--- config.mk ---
export PLATFORM = sky130hd
export DESIGN_NAME = multu_seq
export DESIGN_NICKNAME = d
export VERILOG_FILES = /design/src/rtl/multu_seq.sv
export SDC_FILE = /design/constraint.sdc
export NUM_CORES = 1
export LEC_CHECK = 0
export BUFFER_PORTS_ARGS = -buffer_cell sky130_fd_sc_hd__clkbuf_2
export CAP_MARGIN = 10
export CORE_ASPECT_RATIO = 0.8
export CORE_MARGIN = 2
export CORE_UTILIZATION = 50
export CTS_CLUSTER_DIAMETER = 200
export CTS_CLUSTER_SIZE = 25
export DETAILED_ROUTE_END_ITERATION = 8
export PLACE_DENSITY = 0.79
export SYNTH_ARGS = -nofsm -noshare
export SYNTH_HDL_FRONTEND = slang
export SYNTH_SLANG_ARGS = --single-unit
--- constraint.sdc ---
create_clock -name clk -period 5.7 [get_ports clk]
set_clock_uncertainty 0.05 [all_clocks]
set_input_delay 0.57 -clock clk [delete_from_list [all_inputs] [get_ports clk]]
set_output_delay 0.57 -clock clk [all_outputs]
set_load 0.005 [all_outputs]
--- src/rtl/multu_seq.sv ---
// Iterative shift-add multiplier, WIDTH cycles per product, signed or unsigned per request.
// Define MULTU_SEQ_EARLY_EXIT_EN to finish as soon as the remaining multiplier bits are all zero.
module multu_seq #(
  parameter int WIDTH = 32,
  parameter int CNT_W = $clog2(WIDTH+1)
) (
  input  logic               clk,
  input  logic               reset,
  input  logic               start,
  input  logic               sign_mode,
  input  logic [WIDTH-1:0]   a,
  input  logic [WIDTH-1:0]   b,
  output logic               busy,
  output logic               done,
  output logic [2*WIDTH-1:0] z
);

  localparam logic [0:0] IDLE = 1'b0;
  localparam logic [0:0] CALC = 1'b1;

  logic [0:0]         state_q, state_d;
  logic [CNT_W-1:0]   cnt_q, cnt_d;
  logic [2*WIDTH-1:0] mcand_q, mcand_d;
  logic [WIDTH-1:0]   mplier_q, mplier_d;
  logic [2*WIDTH-1:0] acc_q, acc_d;
  logic               neg_q, neg_d;
  logic [2*WIDTH-1:0] z_q, z_d;
  logic               done_q, done_d;

  logic [WIDTH-1:0]   a_mag, b_mag;
  logic [2*WIDTH-1:0] sum;
  logic               finish;

  // Magnitude of the most negative value wraps to itself, which is the correct unsigned magnitude.
  assign a_mag = (sign_mode && a[WIDTH-1]) ? -a : a;
  assign b_mag = (sign_mode && b[WIDTH-1]) ? -b : b;

  always_comb begin
    state_d  = state_q;
    cnt_d    = cnt_q;
    mcand_d  = mcand_q;
    mplier_d = mplier_q;
    acc_d    = acc_q;
    neg_d    = neg_q;
    z_d      = z_q;
    done_d   = 1'b0;
    sum      = '0;
    finish   = 1'b0;
    case (state_q)
      IDLE: begin
        if (start) begin
          mcand_d  = {{WIDTH{1'b0}}, a_mag};
          mplier_d = b_mag;
          neg_d    = sign_mode & (a[WIDTH-1] ^ b[WIDTH-1]);
          acc_d    = '0;
          cnt_d    = CNT_W'(WIDTH);
          state_d  = CALC;
        end
      end
      default: begin
        sum      = acc_q + (mplier_q[0] ? mcand_q : '0);
        acc_d    = sum;
        mcand_d  = mcand_q << 1;
        mplier_d = mplier_q >> 1;
        cnt_d    = cnt_q - CNT_W'(1);
`ifdef MULTU_SEQ_EARLY_EXIT_EN
        finish   = (cnt_d == '0) || (mplier_d == '0);
`else
        finish   = (cnt_d == '0);
`endif
        if (finish) begin
          z_d     = neg_q ? -sum : sum;
          done_d  = 1'b1;
          state_d = IDLE;
        end
      end
    endcase
  end

  always_ff @(posedge clk or negedge reset) begin
    if (!reset) begin
      state_q  <= IDLE;
      cnt_q    <= '0;
      mcand_q  <= '0;
      mplier_q <= '0;
      acc_q    <= '0;
      neg_q    <= 1'b0;
      z_q      <= '0;
      done_q   <= 1'b0;
    end else begin
      state_q  <= state_d;
      cnt_q    <= cnt_d;
      mcand_q  <= mcand_d;
      mplier_q <= mplier_d;
      acc_q    <= acc_d;
      neg_q    <= neg_d;
      z_q      <= z_d;
      done_q   <= done_d;
    end
  end

  assign busy = (state_q == CALC);
  assign done = done_q;
  assign z    = z_q;

endmodule

==> key figures <==
Status
  – Status: completed

STA
  – Crit share post-route: 93.8%
  – Final Max Slew Viols: 0
  – Crit path time final: 5.35 ns
  – Fin Setup TNS: 0 ns
  – Fmax: 187 MHz
  – Final setup viols: 0
  – Unrepaired setup endpoints after global routing: no
  – Hold slack: 0.0278 ns
  – Rel. slew slack: 23.0%
  – Worst-margin pin slew: 1.15 ns
  – Endpoints failing hold: 0

Critical path
  – Crit end category: register
  – CP delay by family, top: simple AND/OR/NAND/NOR gates
  – Buffers & Inverters on Critical Path: 1
  – Max incr delay on CP: 0.55 ns
  – CP Launch Type: register
  – Reg2Reg Depth: 15
  – Critical path peak fanout: 19
  – Crit Path Category: reg -> reg
  – Worst endpoint required time: 6.05 ns
  – RR Startpoint: mplier_q[0]$_DFFE_PN0P_
  – Crit path from: mplier_q[0]$_DFFE_PN0P_
  – Crit path DAT: 5.69 ns
  – FF-to-FF setup slack: 0.35 ns
  – CP cell instances: buf_4, and2_1, ha_1, nand4_1, nor3_1, o211ai_1, a211oi_2, o21ai_0, a22oi_2, or4b_4, nor4_4, nand4_4, o41ai_2, xor2_1, o21ai_1
  – FF-to-FF End: z[63]$_DFFE_PN0P_
  – Slowest CP cell: dfrtp_1

GRT
  – Initial antenna violation count: 0
  – Vias in the first global route: 14,400
  – Global route overflow: 0
  – GRT Total Usage: 27.8%
  – First-pass GRT wire length: 79,300 um
  – Largest net degree at the start of global routing: 130

CTS
  – CTS tree: built
  – Clock buffer count from CTS: 13
  – Clock Latency Late Sink: 0.50 ns
  – Post-CTS Setup Bufs: 0
  – Htree depth: 1
  – Clock sink total: 233
  – CTS resizes: 0
  – CTS Hold Bufs: 0
  – CTS root buf: clkbuf_16
  – Worst-case clock buffer depth: 3
  – Clock-pin slew on the worst setup and hold paths: 0.11 ns

Synth
  – Post-synth EDFFs: 0
  – Synth cell types: 94
  – Yosys top cell by area: dfrtp_1
  – Yosys warns: 0
  – Yosys top cell area share: 34.2%
  – Syn nets: 2,205
  – Asr flop ratio synth: 100%
  – Seq cells post-synth: 233
  – Seq/Total Area, Yosys: 34.2%
  – Ys flop type: dfrtp_1
  – Post-Syn Area per Cell: 8.24 um2
  – Netlist Area Pre-Place: 17,000 um2
  – Synth Instances: 2,068
  – Top cells by area, synth: dfrtp_1, o21ai_0, nand2_1, xor2_1, ha_1

Pwr
  – Pwr Total: 0.00874 W
  – Net Sw Power: 0.00418 W
  – PwrDens: 478 nW/um2
  – Leakage power figure: 7.90 nW
  – Power Internal: 0.00456 W
  – Share of power burned in the clock network: 11.7%
  – Reg power frac: 33.3%
  – Combinational share of power: 55.1%
  – Sw frac: 47.8%
  – Maximum vdd drop: 0.186 mV

Final layout
  – N_diodes: 0
  – Final #Nets: 2,248
  – Fillers: 3,159
  – Finished Layout Cells: 2,547
  – Share of cells above drive strength 1: 11.8%
  – Area Overhead vs Synth: 7.26%
  – Design area: 18,300 um2

Run
  – Max-cap violations: 0

Detailed routing
  – Post-route DRC: 0
  – Drt pass-1 iters: 6
  – DRT iter0 DRCs: 1,561
  – Final ANT Viol Nets: 0
  – Vias: 15,700
  – Vias/cell: 6.17
  – Wire per inst: 19.6 um
  – Final wirelength: 49,900 um

Place
  – Inst Count DP: 2,529
  – Placed inst area: 17,900 um2
  – Routability cong.: 1.02
  – Port Buffers: 133
  – Hpwl dp: 37,700 um

Floorplan
  – Die Y: 169 um
  – Core box area: 33,600 um2
  – Std-Cell Rows: 60
  – I/O pin count: 134
  – Starting Density: 50.7%
  – Die area: 35,600 um2
  – Die Wd: 210 um

Hold path
  – Tightest Hold Check Type: in -> async
## flip-flops by register name (all words and copies together) (netlist names)
register and cells:
acc_q 64, mcand_q 64, z 64, mplier_q 32, cnt_q 6, busy 1
done 1, neg_q 1
## synthesized netlist by cell type, drive strengths merged, types with 22 or more instances
cell    number
inv         27
nor2        93
nand2      374
nand3       26
buf         24
nor3        32
clkbuf     101
a22o        54
a211oi      22
xor2       107
and2        77
dfrtp      233
o31ai       31
a21oi      121
xnor2       57
o21ai      336
ha          68
nand4       28
or3         24
## how the worst max path moves through the flow
stage | to | slack (ns) | depth (start not counted)
2_1_floorplan | z[63]$_DFFE_PN0P_ | 1.18 | 18
3_3_place_gp | z[63]$_DFFE_PN0P_ | 0.54 | 15
3_5_place_dp | z[63]$_DFFE_PN0P_ | 0.45 | 15
4_1_cts | z[63]$_DFFE_PN0P_ | 0.43 | 15
5_1_grt | z[48]$_DFFE_PN0P_ | 0.11 | 15
6_report | z[63]$_DFFE_PN0P_ | 0.35 | 15
## cell usage in the layout (no fill, tap or decap), drive strengths merged, types with 10 or more instances in the layout
cell type | Yosys | layout
nand4 | 28 | 28
a21o | 20 | 20
o41ai | 21 | 21
o211ai | 13 | 13
and2 | 77 | 77
xnor2 | 57 | 57
xor2 | 107 | 107
nor4 | 21 | 21
nand2b | 11 | 11
o21a | 10 | 10
a21oi | 121 | 121
buf | 24 | 22
nor2 | 93 | 93
a211oi | 22 | 22
dfrtp | 233 | 233
clkbuf | 101 | 146
ha | 68 | 68
nor3 | 32 | 32
and4 | 11 | 11
o31ai | 31 | 31
a31oi | 14 | 14
a22o | 54 | 54
nand3 | 26 | 26
or2 | 10 | 10
or3 | 24 | 24
o21ai | 336 | 336
inv | 27 | 29
nand2 | 374 | 374
## routing by layer
| metal | up-vias | GRT usage (%) | part of all wire (%) |
|---|---|---|---|
| met2 | 650 | 40.4 | 42 |
| met3 | 69 | 4.08 | 8.1 |
| met1 | 7513 | 43.3 | 48 |
| met5 | - | 0 | 0 |
| li1 | 7481 | - | - |
| met4 | 0 | 6.22 | 2.2 |
## area by class of cell
cell class              instances  area [um2]  share of cell area [%]
well taps                     434         543                    2.97
clock buffers                  15         333                    1.82
multi-input cells            1682       10600                    57.8
flip-flops and latches        233        5840                    31.9
inverters                      28         105                   0.575
repair buffers                153         861                    4.71
clock inverters                 2        28.8                   0.157
## logic make-up after synthesis
| group | after synthesis | synth area share [%] |
|---|---|---|
| flip-flops | 233 | 34.2 |
| AND/OR/NAND/NOR | 746 | 21.4 |
| multiplexers | 11 | 0.668 |
| buffers and inverters | 153 | 3.84 |
| adder cells (fa/ha/maj) | 69 | 5.11 |
| XOR/XNOR | 164 | 8.47 |
| AO/OA/AOI/OAI | 692 | 26.3 |
## per-stage QoR
stage	worst slack, ns	utilization, %
CTS	0.432	54.3
detailed placement	0.449	53.2
finish	0.355	54.3
global route	0.111	54.3
global placement	0.544	53.2
floorplan	1.18	-
## power by group through the flow
stage	clock network [W]	logic, W	registers [W]
2_1_floorplan	0	0.00351	0.00270
3_3_place_gp	0	0.00460	0.00290
3_5_place_dp	0	0.00473	0.00290
4_1_cts	0.00105	0.00475	0.00289
5_1_grt	0.00110	0.00531	0.00298
6_report	0.00102	0.00481	0.00291
Power figures use the tool's default switching activity.
